--- config.mk ---
export PLATFORM = sky130hd
export DESIGN_NAME = rv_regfile_sb
export DESIGN_NICKNAME = d
export VERILOG_FILES = /design/src/rtl/rv_regfile_pkg.sv /design/src/rtl/rv_regfile_wrsel.sv /design/src/rtl/rv_regfile_sb.sv
export SDC_FILE = /design/constraint.sdc
export NUM_CORES = 2
export LEC_CHECK = 0
export CAP_MARGIN = 0
export CORE_UTILIZATION = 40
export DETAILED_ROUTE_END_ITERATION = 10
export PLACE_DENSITY_LB_ADDON = 0.1
export SLEW_MARGIN = 10
export SYNTH_ARGS = -nofsm -noshare
export SYNTH_HDL_FRONTEND = slang
export SYNTH_SLANG_ARGS = --single-unit
--- constraint.sdc ---
create_clock -name clk -period 4.9 [get_ports clk]
set_input_delay 0.98 -clock clk [delete_from_list [all_inputs] [get_ports clk]]
set_output_delay 0.98 -clock clk [all_outputs]
set_load 0.05 [all_outputs]
--- src/rtl/rv_regfile_pkg.sv ---
// rv_regfile_pkg: shared sizes and helpers for the scoreboarded register file
package rv_regfile_pkg;
  localparam int XLEN_DEFAULT = 32;
  localparam int NREG_RV32E = 16;
  localparam int NREG_RV32I = 32;
  function automatic int clog2_safe(input int n);
    return (n <= 2) ? 1 : $clog2(n);
  endfunction
  function automatic logic [5:0] popcount(input logic [31:0] v);
    logic [5:0] c;
    c = '0;
    for (int i = 0; i < 32; i++) c = c + 6'(v[i]);
    return c;
  endfunction
endpackage

--- src/rtl/rv_regfile_wrsel.sv ---
// rv_regfile_wrsel: picks the highest-index write port hitting a non-zero query address
module rv_regfile_wrsel #(
  parameter int XLEN = 32,
  parameter int AW = 4,
  parameter int NWR = 2
) (
  input  logic [NWR-1:0]      wr_en,
  input  logic [NWR*AW-1:0]   wr_addr,
  input  logic [NWR*XLEN-1:0] wr_data,
  input  logic [AW-1:0]       q_addr,
  output logic                hit,
  output logic [XLEN-1:0]     data
);
  always_comb begin
    hit = 1'b0;
    data = '0;
    for (int j = 0; j < NWR; j++)
      if (wr_en[j] && wr_addr[j*AW +: AW] == q_addr && q_addr != '0) begin
        hit = 1'b1;
        data = wr_data[j*XLEN +: XLEN];
      end
  end
endmodule

--- src/rtl/rv_regfile_sb.sv ---
// rv_regfile_sb: multi-port integer register file with busy scoreboard and reserve handshake.
// Define REGFILE_BYPASS_EN to forward same-cycle write data onto the read ports.
module rv_regfile_sb
  import rv_regfile_pkg::*;
#(
  parameter int XLEN = XLEN_DEFAULT,
  parameter int NREG = NREG_RV32E,
  parameter int NRD = 2,
  parameter int NWR = 2,
  localparam int AW = clog2_safe(NREG),
  localparam int CW = clog2_safe(NREG + 1)
) (
  input  logic                clk,
  input  logic                rst,
  input  logic [NRD*AW-1:0]   rd_addr,
  output logic [NRD*XLEN-1:0] rd_data,
  output logic [NRD-1:0]      rd_busy,
  input  logic [NWR-1:0]      wr_en,
  input  logic [NWR*AW-1:0]   wr_addr,
  input  logic [NWR*XLEN-1:0] wr_data,
  input  logic                rsv_valid,
  input  logic [AW-1:0]       rsv_addr,
  output logic                rsv_ready,
  output logic [CW-1:0]       busy_cnt
);
  logic [XLEN-1:0] regs_q [NREG];
  logic [NREG-1:0] busy_q, busy_d;
  logic [CW-1:0]   busy_cnt_q;
  logic [NREG-1:0] wr_hit;
  logic [XLEN-1:0] wr_val [NREG];
  assign rsv_ready = rsv_valid & (rsv_addr == '0 | ~busy_q[rsv_addr]);
  assign busy_cnt = busy_cnt_q;
  // One selector per register keeps x0 permanently unwritten and zero.
  for (genvar r = 0; r < NREG; r++) begin : g_reg
    if (r == 0) begin : g_zero
      assign wr_hit[r] = 1'b0;
      assign wr_val[r] = '0;
    end else begin : g_sel
      rv_regfile_wrsel #(.XLEN(XLEN), .AW(AW), .NWR(NWR)) u_sel (
        .wr_en(wr_en), .wr_addr(wr_addr), .wr_data(wr_data),
        .q_addr(AW'(r)), .hit(wr_hit[r]), .data(wr_val[r])
      );
    end
    always_ff @(posedge clk)
      if (rst) regs_q[r] <= '0;
      else if (wr_hit[r]) regs_q[r] <= wr_val[r];
  end
  // Reserve is applied after the write clear so a same-cycle reserve wins.
  always_comb begin
    busy_d = busy_q & ~wr_hit;
    if (rsv_ready && rsv_addr != '0) busy_d[rsv_addr] = 1'b1;
  end
  always_ff @(posedge clk)
    if (rst) begin
      busy_q <= '0;
      busy_cnt_q <= '0;
    end else begin
      busy_q <= busy_d;
      busy_cnt_q <= CW'(popcount(32'(busy_d)));
    end
  for (genvar i = 0; i < NRD; i++) begin : g_rd
    logic [AW-1:0] ra;
    assign ra = rd_addr[i*AW +: AW];
`ifdef REGFILE_BYPASS_EN
    logic byp_hit;
    logic [XLEN-1:0] byp_data;
    rv_regfile_wrsel #(.XLEN(XLEN), .AW(AW), .NWR(NWR)) u_byp (
      .wr_en(wr_en), .wr_addr(wr_addr), .wr_data(wr_data),
      .q_addr(ra), .hit(byp_hit), .data(byp_data)
    );
    assign rd_data[i*XLEN +: XLEN] = byp_hit ? byp_data : regs_q[ra];
    assign rd_busy[i] = byp_hit ? (rsv_ready && rsv_addr == ra) : busy_q[ra];
`else
    assign rd_data[i*XLEN +: XLEN] = regs_q[ra];
    assign rd_busy[i] = busy_q[ra];
`endif
  end
endmodule

==> results_dict.tcl <==
set metrics [dict create \
    outcome "finished, final reports clean" \
    die-area_um2 79800 \
    synth_fa_ha_area_share_pct 0.835 \
    io_buffers 160 \
    syn_avg_cell_area_um2 10.2 \
    area_delta_synth_final_pct 17.8 \
    maxCapViolCount 0 \
    relSlewSlack_pct 18.4 \
    stdcell_area_um2 37100 \
    boundaryPins 161 \
    cp.required_ns 5.46 \
    final_cell_mix "nand2_1 (998), a21oi_1 (557), edfxtp_1 (480)" \
    initial_core_util_pct 40.5 \
    place.gp.congestion 0.881 \
    synth_top_family_by_area "multiplexers" \
    synth_xor_xnor_area_share_pct 0.0556 \
    path_max_fanout 5 \
    drv_slew 0 \
    cp_cell_sequence "clkdlybuf4s50_1, nand2_1, o22ai_1, o22ai_2, fa_1, fa_1, inv_1, fa_1, inv_1, fa_1, ha_2, inv_2, fa_2, inv_1, a21oi_1, nor3b_1" \
    worstPathArrival_ns 5.20 \
    drtPass1Iterations 6 \
    clk_path_buf_depth 3 \
    fmax_ghz 0.215 \
    post-route-util_pct 47.7 \
    ys_warn_count 0 \
    synthFlopType "edfxtp_1" \
    dieWidth_um 283 \
    synth_cell_types 46 \
    drt_iter0_drc 4101 \
    holdWs_ns 0.546 \
    nFillCells 6974 \
    slowest_delay_ns 0.57 \
    synth_edf_count 480 \
    crit_top_cell "fa_1" \
    grt-ovfl-total 0 \
    post_cts_buffers 0 \
    critPathSlowestCell "clkdlybuf4s50_1" \
    drive_gt1_share_pct 22.1 \
    grt_max_degree 49 \
    syn_nets 3193 \
    irDropWorstVdd_v 0.000257 \
    fin_skew_ns 0.00751 \
    min_period_ns 4.64 \
    synth_area_um2 31500 \
    htreeDepth 2 \
    crit_path_end_kind "flop" \
    synthArstFlopShare_pct 0 \
    final_nets 3257 \
    syn_inst 3089 \
    cts_tree "done" \
    hold_path_class "reg -> reg" \
    via_count 27500 \
    core.rowCount 102 \
    drc_errors 0 \
    placed_area_um2 35200 \
    cts-root-buf "clkbuf_16" \
    holdBufCountCts 0 \
    mostFrequentLayoutCell "nand2_1" \
    via_per_inst 6.48 \
    synth.yosys.seq_area_share_pct 47.1 \
    first_global_vias 27100 \
    p_leak_nw 13.4 \
    synth_compound_area_share_pct 13.8 \
    numCtsBuffers 59 \
    antenna_found_initial 6 \
    grt_pass1_wl_um 192000 \
    ys_seq_elements 501 \
    core_um2 77700 \
    wire_per_inst_um 32.0 \
    finalWirelength_um 136000 \
    hpwl_um 79200 \
    setup_viol 0 \
    hold_violations 0 \
    finalSetupTns_ns 0 \
    worst_setup_path_start_kind "input port" \
    worst_slew_pin_slew_ns 1.22 \
    synthSimpleGateAreaFrac_pct 14.7 \
    clock-sinks 501 \
    power_density_nw_per_um2 316 \
    worstSetupPathType "in -> reg" \
    die_h_um 283 \
    clkLatencyLatePin_ns 0.64 \
    rsz0062_at_grt "no" \
    clkTransAtPathRegs_ns 0.06 \
    power_mw 11.7 \
    globalRouteTotalUtil_pct 33.8 \
    muxShareOfSynthArea_pct 19.0 \
    period_share_pct 94.8 \
    antenna_left 0 \
]
[logic make-up after synthesis]
family | Yosys count
buffers and inverters | 345
DFF | 501
and+or+nand+nor | 1152
xor gates and xnor gates | 2
muxes | 340
AOI/OAI and AO/OA | 734
adders and majority gates | 15
[synth_stat cells, types with 2 or more instances]
library cell	instances	area [um2]
mux2i_1	68	681
nand2_1	1006	3780
buf_1	23	86.3
o211ai_1	4	30.0
xor2_1	2	17.5
buf_2	42	210
nor2b_1	8	50.1
o22ai_1	16	100
o32ai_1	3	26.3
a21oi_1	557	2790
or2_1	6	37.5
or2_2	2	12.5
mux2_2	72	811
ha_1	5	62.6
nor3_1	7	35.0
o21ai_0	9	45.0
mux4_2	200	4500
edfxtp_1	480	14400
nor2_1	26	97.6
o22a_1	5	43.8
nand3b_1	5	37.5
a211oi_1	3	22.5
nand3_1	7	35.0
nand2b_1	77	482
clkbuf_1	250	938
fa_1	10	200
a221o_1	63	631
buf_6	8	90.1
dfxtp_1	21	420
inv_1	22	82.6
a21oi_2	60	526
a32o_1	6	60.1
and3b_1	2	17.5
nor3b_1	2	15.0
[power breakdown]
group	internal (mW)	switching, mW
registers	5.00	0.144
logic	0.921	1.41
clock network	2.35	1.90
[critical path, delay by kind of cell]
kind,cells,cell delay (ns)
and+or+nand+nor,2,0.39
buffers and inverters,5,0.80
AOI/OAI and AO/OA,3,0.51
adders and majority gates,6,2.52
[registers in the layout (all words and copies together), names as in the netlist]
register / cells
busy_cnt: 5
busy_q: 16
regs_q: 480
[through the flow]
| stage | instances | worst slack [ns] |
|---|---|---|
| after global placement | 4132 | -0.759 |
| after detailed placement | 4132 | -0.809 |
| after CTS | 4237 | 0.0381 |
| after floorplan | 3089 | 0.00933 |
| after global routing | 4240 | 0.0319 |
| final | 4240 | 0.257 |
[layer usage]
layer / global-route usage, % / part of all wire, % / vias up / wire length, um
met5: 0 / 0.019 / - / 26
met4: 13.8 / 4.2 / 4 / 5720
met3: 8.08 / 12 / 380 / 16700
met2: 52.7 / 45 / 2078 / 61400
met1: 45.4 / 38 / 13700 / 51700
li1: - / - / 11300 / -
[timing repair]
item,CTS,global route
pin swaps,0,2
gates resized for setup,1,19
endpoints found under the setup margin,4,4
[final timing paths]
path              cells past startpoint  startpoint  slack [ns]          end
hold reg to reg                       2  busy_q[13]        0.55   busy_q[13]
setup reg to reg                     16  busy_q[15]        0.56  busy_cnt[4]
hold / removal                        2  busy_q[13]        0.55   busy_q[13]
setup / recovery                     16  wr_addr[0]        0.26  busy_cnt[4]
[final cells by class]
| type | instances | area (um2) | share of cell area [%] |
|---|---|---|---|
| Timing Repair Buffer | 326 | 3520 | 9.49 |
| Clock buffer | 71 | 1560 | 4.22 |
| Clock inverter | 34 | 213 | 0.574 |
| Sequential cell | 501 | 14800 | 40.0 |
| Tap cell | 1040 | 1300 | 3.51 |
| Antenna cell | 3 | 7.51 | 0.0202 |
| Inverter | 22 | 82.6 | 0.223 |
| Multi-Input combinational cell | 2243 | 15600 | 42.0 |
(Power assumes the default switching activity.)
